===== config.mk =====
export PLATFORM = sky130hd
export DESIGN_NAME = tdm_demux4_flat
export DESIGN_NICKNAME = d
export VERILOG_FILES = /design/src/rtl/tdm_pkg.sv /design/src/rtl/tdm_demux4_if.sv /design/src/rtl/tdm_sync_det.sv /design/src/rtl/tdm_demux4.sv /design/src/flat_wrapper.sv
export SDC_FILE = /design/constraint.sdc
export NUM_CORES = 1
export LEC_CHECK = 0
export ABC_AREA = 1
export CAP_MARGIN = 0
export CORE_AREA = 2 2 55 57
export CTS_BUF_LIST = sky130_fd_sc_hd__clkbuf_2 sky130_fd_sc_hd__clkbuf_4 sky130_fd_sc_hd__clkbuf_8
export CTS_CLUSTER_DIAMETER = 200
export DETAILED_ROUTE_END_ITERATION = 10
export DIE_AREA = 0 0 57 59
export MAX_ROUTING_LAYER = met4
export REMOVE_ABC_BUFFERS = 1
export SETUP_SLACK_MARGIN = 0.5
export SYNTH_ARGS = -nofsm -noshare
export SYNTH_HDL_FRONTEND = slang
export SYNTH_SLANG_ARGS = --single-unit

===== constraint.sdc =====
create_clock -name clk -period 4 [get_ports clk]
set_input_delay 0.4 -clock clk [delete_from_list [all_inputs] [get_ports clk]]
set_output_delay 0.4 -clock clk [all_outputs]
set_load 0.005 [all_outputs]

===== src/rtl/tdm_pkg.sv =====
// Shared types and constants for the four-channel TDM demultiplexer.
// Frame layout on the line: SYNC_WORD (MSB first), slots a..d, even parity bit.
package tdm_pkg;

  localparam int unsigned SYNC_LEN  = 4;
  localparam int unsigned N_SLOTS   = 4;
  localparam int unsigned FRAME_LEN = SYNC_LEN + N_SLOTS + 1;

  localparam logic [SYNC_LEN-1:0] SYNC_WORD = 4'b1110;

  typedef enum logic [1:0] {
    StHunt,
    StData,
    StParity,
    StSync
  } state_e;

  // Header bit expected at position idx of the header; position 0 is the MSB.
  function automatic logic sync_bit(logic [SYNC_LEN-1:0] word, logic [1:0] idx);
    logic [1:0] pos;
    pos = 2'd3 - idx;
    return word[pos];
  endfunction

endpackage


===== src/rtl/tdm_demux4_if.sv =====
// Serial-in / parallel-out bundle of the TDM demultiplexer.
// The slave side is the demux; the master side drives the line and watches the channels.
interface tdm_demux4_if;
  import tdm_pkg::*;

  logic                       en;
  logic                       din;
  logic                       a;
  logic                       b;
  logic                       c;
  logic                       d;
  logic [$clog2(N_SLOTS)-1:0] sel;
  logic                       valid;
  logic                       locked;
  logic                       par_err;
  logic                       sync_err;

  modport master (
    output en,
    output din,
    input  a,
    input  b,
    input  c,
    input  d,
    input  sel,
    input  valid,
    input  locked,
    input  par_err,
    input  sync_err
  );

  modport slave (
    input  en,
    input  din,
    output a,
    output b,
    output c,
    output d,
    output sel,
    output valid,
    output locked,
    output par_err,
    output sync_err
  );

endinterface


===== src/rtl/tdm_sync_det.sv =====
// Header hunter: shift register of accepted bits plus comparator against the sync word.
// match looks at the register including the bit being accepted this cycle.
module tdm_sync_det
  import tdm_pkg::*;
#(
  parameter logic [SYNC_LEN-1:0] SyncWord = SYNC_WORD
) (
  input  logic clk,
  input  logic rst_n,
  input  logic en,
  input  logic din,
  input  logic clr,
  output logic match
);

  logic [SYNC_LEN-1:0] sr_q;
  logic [SYNC_LEN-1:0] sr_d;
  logic [SYNC_LEN-1:0] shifted;

  always_comb begin
    shifted = {sr_q[SYNC_LEN-2:0], din};
    sr_d    = sr_q;
    if (clr) begin
      sr_d = '0;
    end else if (en) begin
      sr_d = shifted;
    end
    match = en && !clr && (shifted == SyncWord);
  end

  always_ff @(posedge clk or negedge rst_n) begin
    if (!rst_n) begin
      sr_q <= '0;
    end else begin
      sr_q <= sr_d;
    end
  end

endmodule


===== src/rtl/tdm_demux4.sv =====
// Four-channel TDM demultiplexer: finds frame sync, routes slots to channel registers,
// checks even parity and holds alignment by position while locked.
module tdm_demux4
  import tdm_pkg::*;
(
  input  logic         clk,
  input  logic         rst_n,
  tdm_demux4_if.slave  bus
);

  state_e              state_q, state_d;
  logic [1:0]          slot_q, slot_d;
  logic [1:0]          hdr_q, hdr_d;
  logic [N_SLOTS-1:0]  shadow_q, shadow_d;
  logic [N_SLOTS-1:0]  chan_q, chan_d;
  logic                locked_q, locked_d;
  logic                valid_q, valid_d;
  logic                par_err_q, par_err_d;
  logic                sync_err_q, sync_err_d;
  logic                hunt_match;
  logic                parity_ok;

  // Shift register only accumulates while hunting, so HUNT always starts from a clean slate.
  tdm_sync_det #(
    .SyncWord (SYNC_WORD)
  ) u_sync_det (
    .clk   (clk),
    .rst_n (rst_n),
    .en    (bus.en),
    .din   (bus.din),
    .clr   (state_q != StHunt),
    .match (hunt_match)
  );

  assign parity_ok = ~(^shadow_q ^ bus.din);

  always_comb begin
    state_d    = state_q;
    slot_d     = slot_q;
    hdr_d      = hdr_q;
    shadow_d   = shadow_q;
    chan_d     = chan_q;
    locked_d   = locked_q;
    valid_d    = 1'b0;
    par_err_d  = 1'b0;
    sync_err_d = 1'b0;

    if (bus.en) begin
      unique case (state_q)
        StHunt: begin
          if (hunt_match) begin
            state_d = StData;
            slot_d  = 2'd0;
          end
        end
        StData: begin
          shadow_d[slot_q] = bus.din;
          slot_d           = slot_q + 2'd1;
          if (slot_q == 2'(N_SLOTS - 1)) begin
            state_d = StParity;
          end
        end
        StParity: begin
          if (parity_ok) begin
            chan_d   = shadow_q;
            valid_d  = 1'b1;
            locked_d = 1'b1;
            hdr_d    = 2'd0;
            state_d  = StSync;
          end else begin
            par_err_d = 1'b1;
            locked_d  = 1'b0;
            state_d   = StHunt;
          end
        end
        StSync: begin
          if (bus.din == sync_bit(SYNC_WORD, hdr_q)) begin
            if (hdr_q == 2'(SYNC_LEN - 1)) begin
              hdr_d   = 2'd0;
              slot_d  = 2'd0;
              state_d = StData;
            end else begin
              hdr_d = hdr_q + 2'd1;
            end
          end else begin
            // Bits seen after a broken header are dropped, not replayed into the hunter.
            sync_err_d = 1'b1;
            locked_d   = 1'b0;
            hdr_d      = 2'd0;
            state_d    = StHunt;
          end
        end
        default: begin
          state_d = StHunt;
        end
      endcase
    end
  end

  always_ff @(posedge clk or negedge rst_n) begin
    if (!rst_n) begin
      state_q    <= StHunt;
      slot_q     <= 2'd0;
      hdr_q      <= 2'd0;
      shadow_q   <= '0;
      chan_q     <= '0;
      locked_q   <= 1'b0;
      valid_q    <= 1'b0;
      par_err_q  <= 1'b0;
      sync_err_q <= 1'b0;
    end else begin
      state_q    <= state_d;
      slot_q     <= slot_d;
      hdr_q      <= hdr_d;
      shadow_q   <= shadow_d;
      chan_q     <= chan_d;
      locked_q   <= locked_d;
      valid_q    <= valid_d;
      par_err_q  <= par_err_d;
      sync_err_q <= sync_err_d;
    end
  end

  // slot_q is zero whenever the FSM is outside DATA.
  assign bus.sel      = slot_q;
  assign bus.a        = chan_q[0];
  assign bus.b        = chan_q[1];
  assign bus.c        = chan_q[2];
  assign bus.d        = chan_q[3];
  assign bus.valid    = valid_q;
  assign bus.locked   = locked_q;
  assign bus.par_err  = par_err_q;
  assign bus.sync_err = sync_err_q;

endmodule


===== src/flat_wrapper.sv =====
// flat-port wrapper written by rule: the top's interface ports become plain ports
module tdm_demux4_flat import tdm_pkg::*;
  (clk, rst_n, bus_en, bus_din, bus_a, bus_b, bus_c, bus_d, bus_sel, bus_valid, bus_locked, bus_par_err, bus_sync_err);
  tdm_demux4_if bus_i ();
  input  logic clk;
  input  logic rst_n;
  input wire logic [$bits(bus_i.en)-1:0] bus_en;
  input wire logic [$bits(bus_i.din)-1:0] bus_din;
  output wire logic [$bits(bus_i.a)-1:0] bus_a;
  output wire logic [$bits(bus_i.b)-1:0] bus_b;
  output wire logic [$bits(bus_i.c)-1:0] bus_c;
  output wire logic [$bits(bus_i.d)-1:0] bus_d;
  output wire logic [$bits(bus_i.sel)-1:0] bus_sel;
  output wire logic [$bits(bus_i.valid)-1:0] bus_valid;
  output wire logic [$bits(bus_i.locked)-1:0] bus_locked;
  output wire logic [$bits(bus_i.par_err)-1:0] bus_par_err;
  output wire logic [$bits(bus_i.sync_err)-1:0] bus_sync_err;
  assign bus_i.en = bus_en;
  assign bus_i.din = bus_din;
  assign bus_a = bus_i.a;
  assign bus_b = bus_i.b;
  assign bus_c = bus_i.c;
  assign bus_d = bus_i.d;
  assign bus_sel = bus_i.sel;
  assign bus_valid = bus_i.valid;
  assign bus_locked = bus_i.locked;
  assign bus_par_err = bus_i.par_err;
  assign bus_sync_err = bus_i.sync_err;
  tdm_demux4 u_core (.clk(clk), .rst_n(rst_n), .bus(bus_i));
endmodule

==> run summary <==
The post-detailed-route wirelength per cell was 11.4 um; the global route total overflow was 0. Dominant combinational cell family by area after synthesis: simple AND/OR/NAND/NOR gates. The proportion of synthesized chip area in sequential cells was 48.7%; the internal power was 0.514 mW. In this run the register-to-register setup slack is 2540 ps. Kind of critical path: input pin to flop. In this run the core area contains 19 standard-cell rows.

The run gives 22 as the maximum number of pins on one net before global-route repair. Clock-pin slew was measured on the worst setup and hold paths at 110 ps. Starting utilization of the core area: 39.8%. End of the worst register-to-register path: u_core.state_q[0]. The tools report the startpoint kind of the worst setup timing path as an input pin. Number of buffers on the longest clock path: 2. The worst hold path cell count is 2, and the multiplexer fraction of the synthesized cell area is 0%. The maximum clock skew at final layout came out at 5.40 ps. Required time of the worst setup path: 4200 ps. The compound-gate portion of the synthesized area was 8.82%; the relative max-transition margin was 39.0%. For the pin with the worst max-slew slack, the measured transition is 912 ps.

Max-cap violations in this run came to 0. The fraction of the mapped netlist area in adder cells works out to 6.96%. The number of input and output port buffers inserted came out at 13. During synthesis, Yosys emitted a total of 0 warnings. The tools report the portion of total power attributed to the clock network as 12.2%. The tree is rooted in a sky130_fd_sc_hd__clkbuf_4.

The commonest cells after synthesis are sky130_fd_sc_hd__nand2_1 (44), sky130_fd_sc_hd__dfrtp_1 (21), sky130_fd_sc_hd__nor2_1 (10). In this run the remaining antenna-violating nets after routing total 0. Clock tree synthesis found a total of 21 sinks. The final hold violation count is 0, and the average footprint of a synthesized cell is 8.05 sq um.

After clock tree synthesis, the flow added hold-fix buffers numbering 0. The routed design could run at a clock period as short as 1690 ps. The number of clock buffers added by TritonCTS is 3. In the synthesized netlist the async set-or-reset flop fraction comes to 100%.

Yosys mapped a number of flops with a built-in enable equal to 0. The number of buffers and inverters on the critical path is 2. The net switching power of the design is 0.366 mW, and the height of the die is 59 um. The slowest library cell on the worst path is sky130_fd_sc_hd__clkdlybuf4s50_1. The post-cts gate resize count is 0.

Sequential cells account for 41.4% of the total power. In this run switching power makes up 41.6% of total power. After legalization and detailed placement, the total HPWL measured 1.63 mm. The logs give 134 for the number of standard cells after synthesis and 161 for the number of nets in the final layout. The top cell type by area accounts for 48.7% of the synthesized area.

Maximum clock rate: 593 MHz. The xor/xnor cell area share of the yosys netlist came out at 1.62%. TritonCTS built the clock tree. The max-slew violation total from the final report is 0.

The distinct cell type count after synthesis is 20, and the total power density per cell area is 691 nW/um^2. The first global-routing pass estimated 3.81 mm of wire. The most used flip-flop cell after synthesis was sky130_fd_sc_hd__dfrtp_1. Counting stages on the worst path, the most repeated cell is sky130_fd_sc_hd__nand2_1.

The overall power is 0.880 mW, and the global-route total usage across every layer is 15.1%. Overall routed net length: 2.06 mm. In this run the post-CTS setup repair buffer count came out at 0. The signal on the critical path passes through clkdlybuf4s50_1, inv_1, nor2_1, nand2_1, nand2_1, o21ai_1. The fraction of the cycle the final worst path needs is 42.2%, and the accumulated negative setup slack is 0 ps. Cell taking the most area after synthesis: sky130_fd_sc_hd__dfrtp_1. sky130_fd_sc_hd__nand2_1 is the most common cell in the netlist. Routability-driven placement finished with a final weighted congestion of 0.842.

The floorplan die width came out at 57 um. The tools report the startpoint of the worst hold path as u_core.chan_q[3]. Relative to the synthesized area, the layout overhead comes to 18.1%. The number of cell instances on the worst register-to-register path was 7; the worst-case vdd ir drop was 0.000384 V.

The flow ran to the end, and the final reports show no timing, DRC or antenna violations. The end point of the most critical hold path is u_core.chan_q[3]. The initial antenna violation count came out at 0. Setup violations remaining at the end of the flow were counted as 0. The maximum level of the CTS H-tree came out at 1.

The run gives 0 as the antenna diode instance count. The tools report the number of global-route vias before repair as 891. The worst register-to-register path begins at u_core.hdr_q[0]. For the worst setup path, the data arrival time is 1880 ps.

The floorplan step defined a core boundary enclosing 2710 sq um. By area the synthesized netlist is led by sky130_fd_sc_hd__dfrtp_1 (49%), sky130_fd_sc_hd__nand2_1 (15%), sky130_fd_sc_hd__ha_1 (7.0%). The die covers 3360 sq um. The routed layout has 923 vias.

The clock reaches the later pin of the worst-skew pair after 300 ps. Along the worst path, the maximum fanout reaches 11. In the final layout, the share of cells above drive strength 1 is 8.00%. The first routing iteration left 16 violations. The tools report the combinational share of power as 46.4%. The cell area that synthesis handed to floorplanning was 1080 sq um. Setup repair after global routing left no endpoint under its margin.

In this run the number of cells on the critical path is 6. The synthesized design contains 21 register bits. The largest delay contributor family on the critical path is buffers and inverters.

The I/O pin count came out at 14. In the routed design, unresolved DRC markers number 0. The analysis attributes to cell leakage a power of 0.641 nW. The largest incremental delay on the critical path is 690 ps.

Area share of and/or/nand/nor cells after synthesis: 29.0%. The kind of path behind the tightest hold check is flop to flop. The first detailed-routing pass ran for 4 iterations.

After detailed routing, the number of vias per cell comes to 5.10. Nature of the critical path endpoint: a flop.
## area by class of cell
class	instances	area, sq um
fillers	266	1440
multi-input cells	99	500
well taps	31	38.8
repair buffers	13	130
clock buffers	4	30.0
flip-flops and latches	21	526
inverters	13	48.8
## routing by layer
metal / wire length, um / global-route usage, % / vias to the layer above
met1: 927 / 18.8 / 432
met2: 1010 / 24.5 / 18
li1: - / - / 468
met5: 0 / - / -
met4: 42 / 6.98 / 0
met3: 77 / 2.40 / 5
## sequential cells by signal, indices dropped and copies added (netlist names)
register	count
u_core.state_q	2
u_core.shadow_q	4
u_core.bus.valid	1
u_core.chan_q	4
u_core.bus.sync_err	1
u_core.u_sync_det.sr_q	3
u_core.bus.sel	2
u_core.bus.par_err	1
u_core.hdr_q	2
u_core.bus.locked	1
## cell families (layout without fill, tap and decap cells)
group	after synthesis	in the layout
XOR/XNOR	2	2
buffers and inverters	14	30
adder cells (fa/ha/maj)	6	6
AND/OR/NAND/NOR	73	73
AO/OA/AOI/OAI	18	18
flip-flops	21	21
## cells in the final DEF (no fill, tap or decap)
cell type / synthesis / routed
sky130_fd_sc_hd__a21oi_2: 1 / 1
sky130_fd_sc_hd__ha_1: 6 / 6
sky130_fd_sc_hd__clkbuf_4: 0 / 4
sky130_fd_sc_hd__a21oi_1: 8 / 8
sky130_fd_sc_hd__nand4_1: 5 / 5
sky130_fd_sc_hd__o21ai_1: 8 / 8
sky130_fd_sc_hd__inv_2: 4 / 4
sky130_fd_sc_hd__a31oi_1: 1 / 1
sky130_fd_sc_hd__nor3_1: 2 / 2
sky130_fd_sc_hd__xor2_1: 1 / 1
sky130_fd_sc_hd__nand3_1: 8 / 8
sky130_fd_sc_hd__dfrtp_1: 21 / 21
sky130_fd_sc_hd__nand3_2: 1 / 1
sky130_fd_sc_hd__nand2_1: 44 / 44
sky130_fd_sc_hd__nand2_2: 1 / 1
sky130_fd_sc_hd__or2_1: 1 / 1
sky130_fd_sc_hd__xnor2_1: 1 / 1
sky130_fd_sc_hd__clkdlybuf4s50_1: 0 / 13
sky130_fd_sc_hd__nor2_2: 1 / 1
sky130_fd_sc_hd__nor2_1: 10 / 10
sky130_fd_sc_hd__inv_1: 9 / 9
## power by group through the flow
stage	sequential (mW)	clock (mW)	combinational, mW
floorplan	0.358	0	0.272
global placement	0.366	0	0.402
detailed placement	0.370	0	0.414
CTS	0.365	0.115	0.415
global route	0.381	0.123	0.476
finish	0.364	0.107	0.409
## worst register-to-register path, stage by stage, from the launching register on
cell                      delay (ps)
sky130_fd_sc_hd__dfrtp_1         440
sky130_fd_sc_hd__ha_1            230
sky130_fd_sc_hd__nand2_1          60
sky130_fd_sc_hd__nand2_1         120
sky130_fd_sc_hd__a21oi_1         240
sky130_fd_sc_hd__nand2_1         100
sky130_fd_sc_hd__nor2_1          100
sky130_fd_sc_hd__a21oi_1          70
## per-stage QoR
stage	cells	instance area (sq um)	setup WS, ps	hold slack [ps]	util (%)
finish	181	1270	2310	479	47.0
global route	181	1270	2220	519	47.0
CTS	181	1270	2330	488	47.0
detailed placement	177	1240	2000	458	45.9
global placement	177	1240	2060	452	45.9
floorplan	133	1070	2690	104	-
## worst max-delay path by stage
stage	slack (ps)	end	from
CTS	2330	bus_sel[0]	u_core.bus.sel[0]
finish	2310	u_core.shadow_q[1]	bus_en
detailed placement	2000	u_core.shadow_q[1]	bus_en
floorplan	2690	u_core.state_q[0]	u_core.hdr_q[0]
global placement	2060	u_core.shadow_q[1]	bus_en
global route	2220	u_core.shadow_q[1]	bus_en
Note: power is estimated with default switching activity, not from simulation.
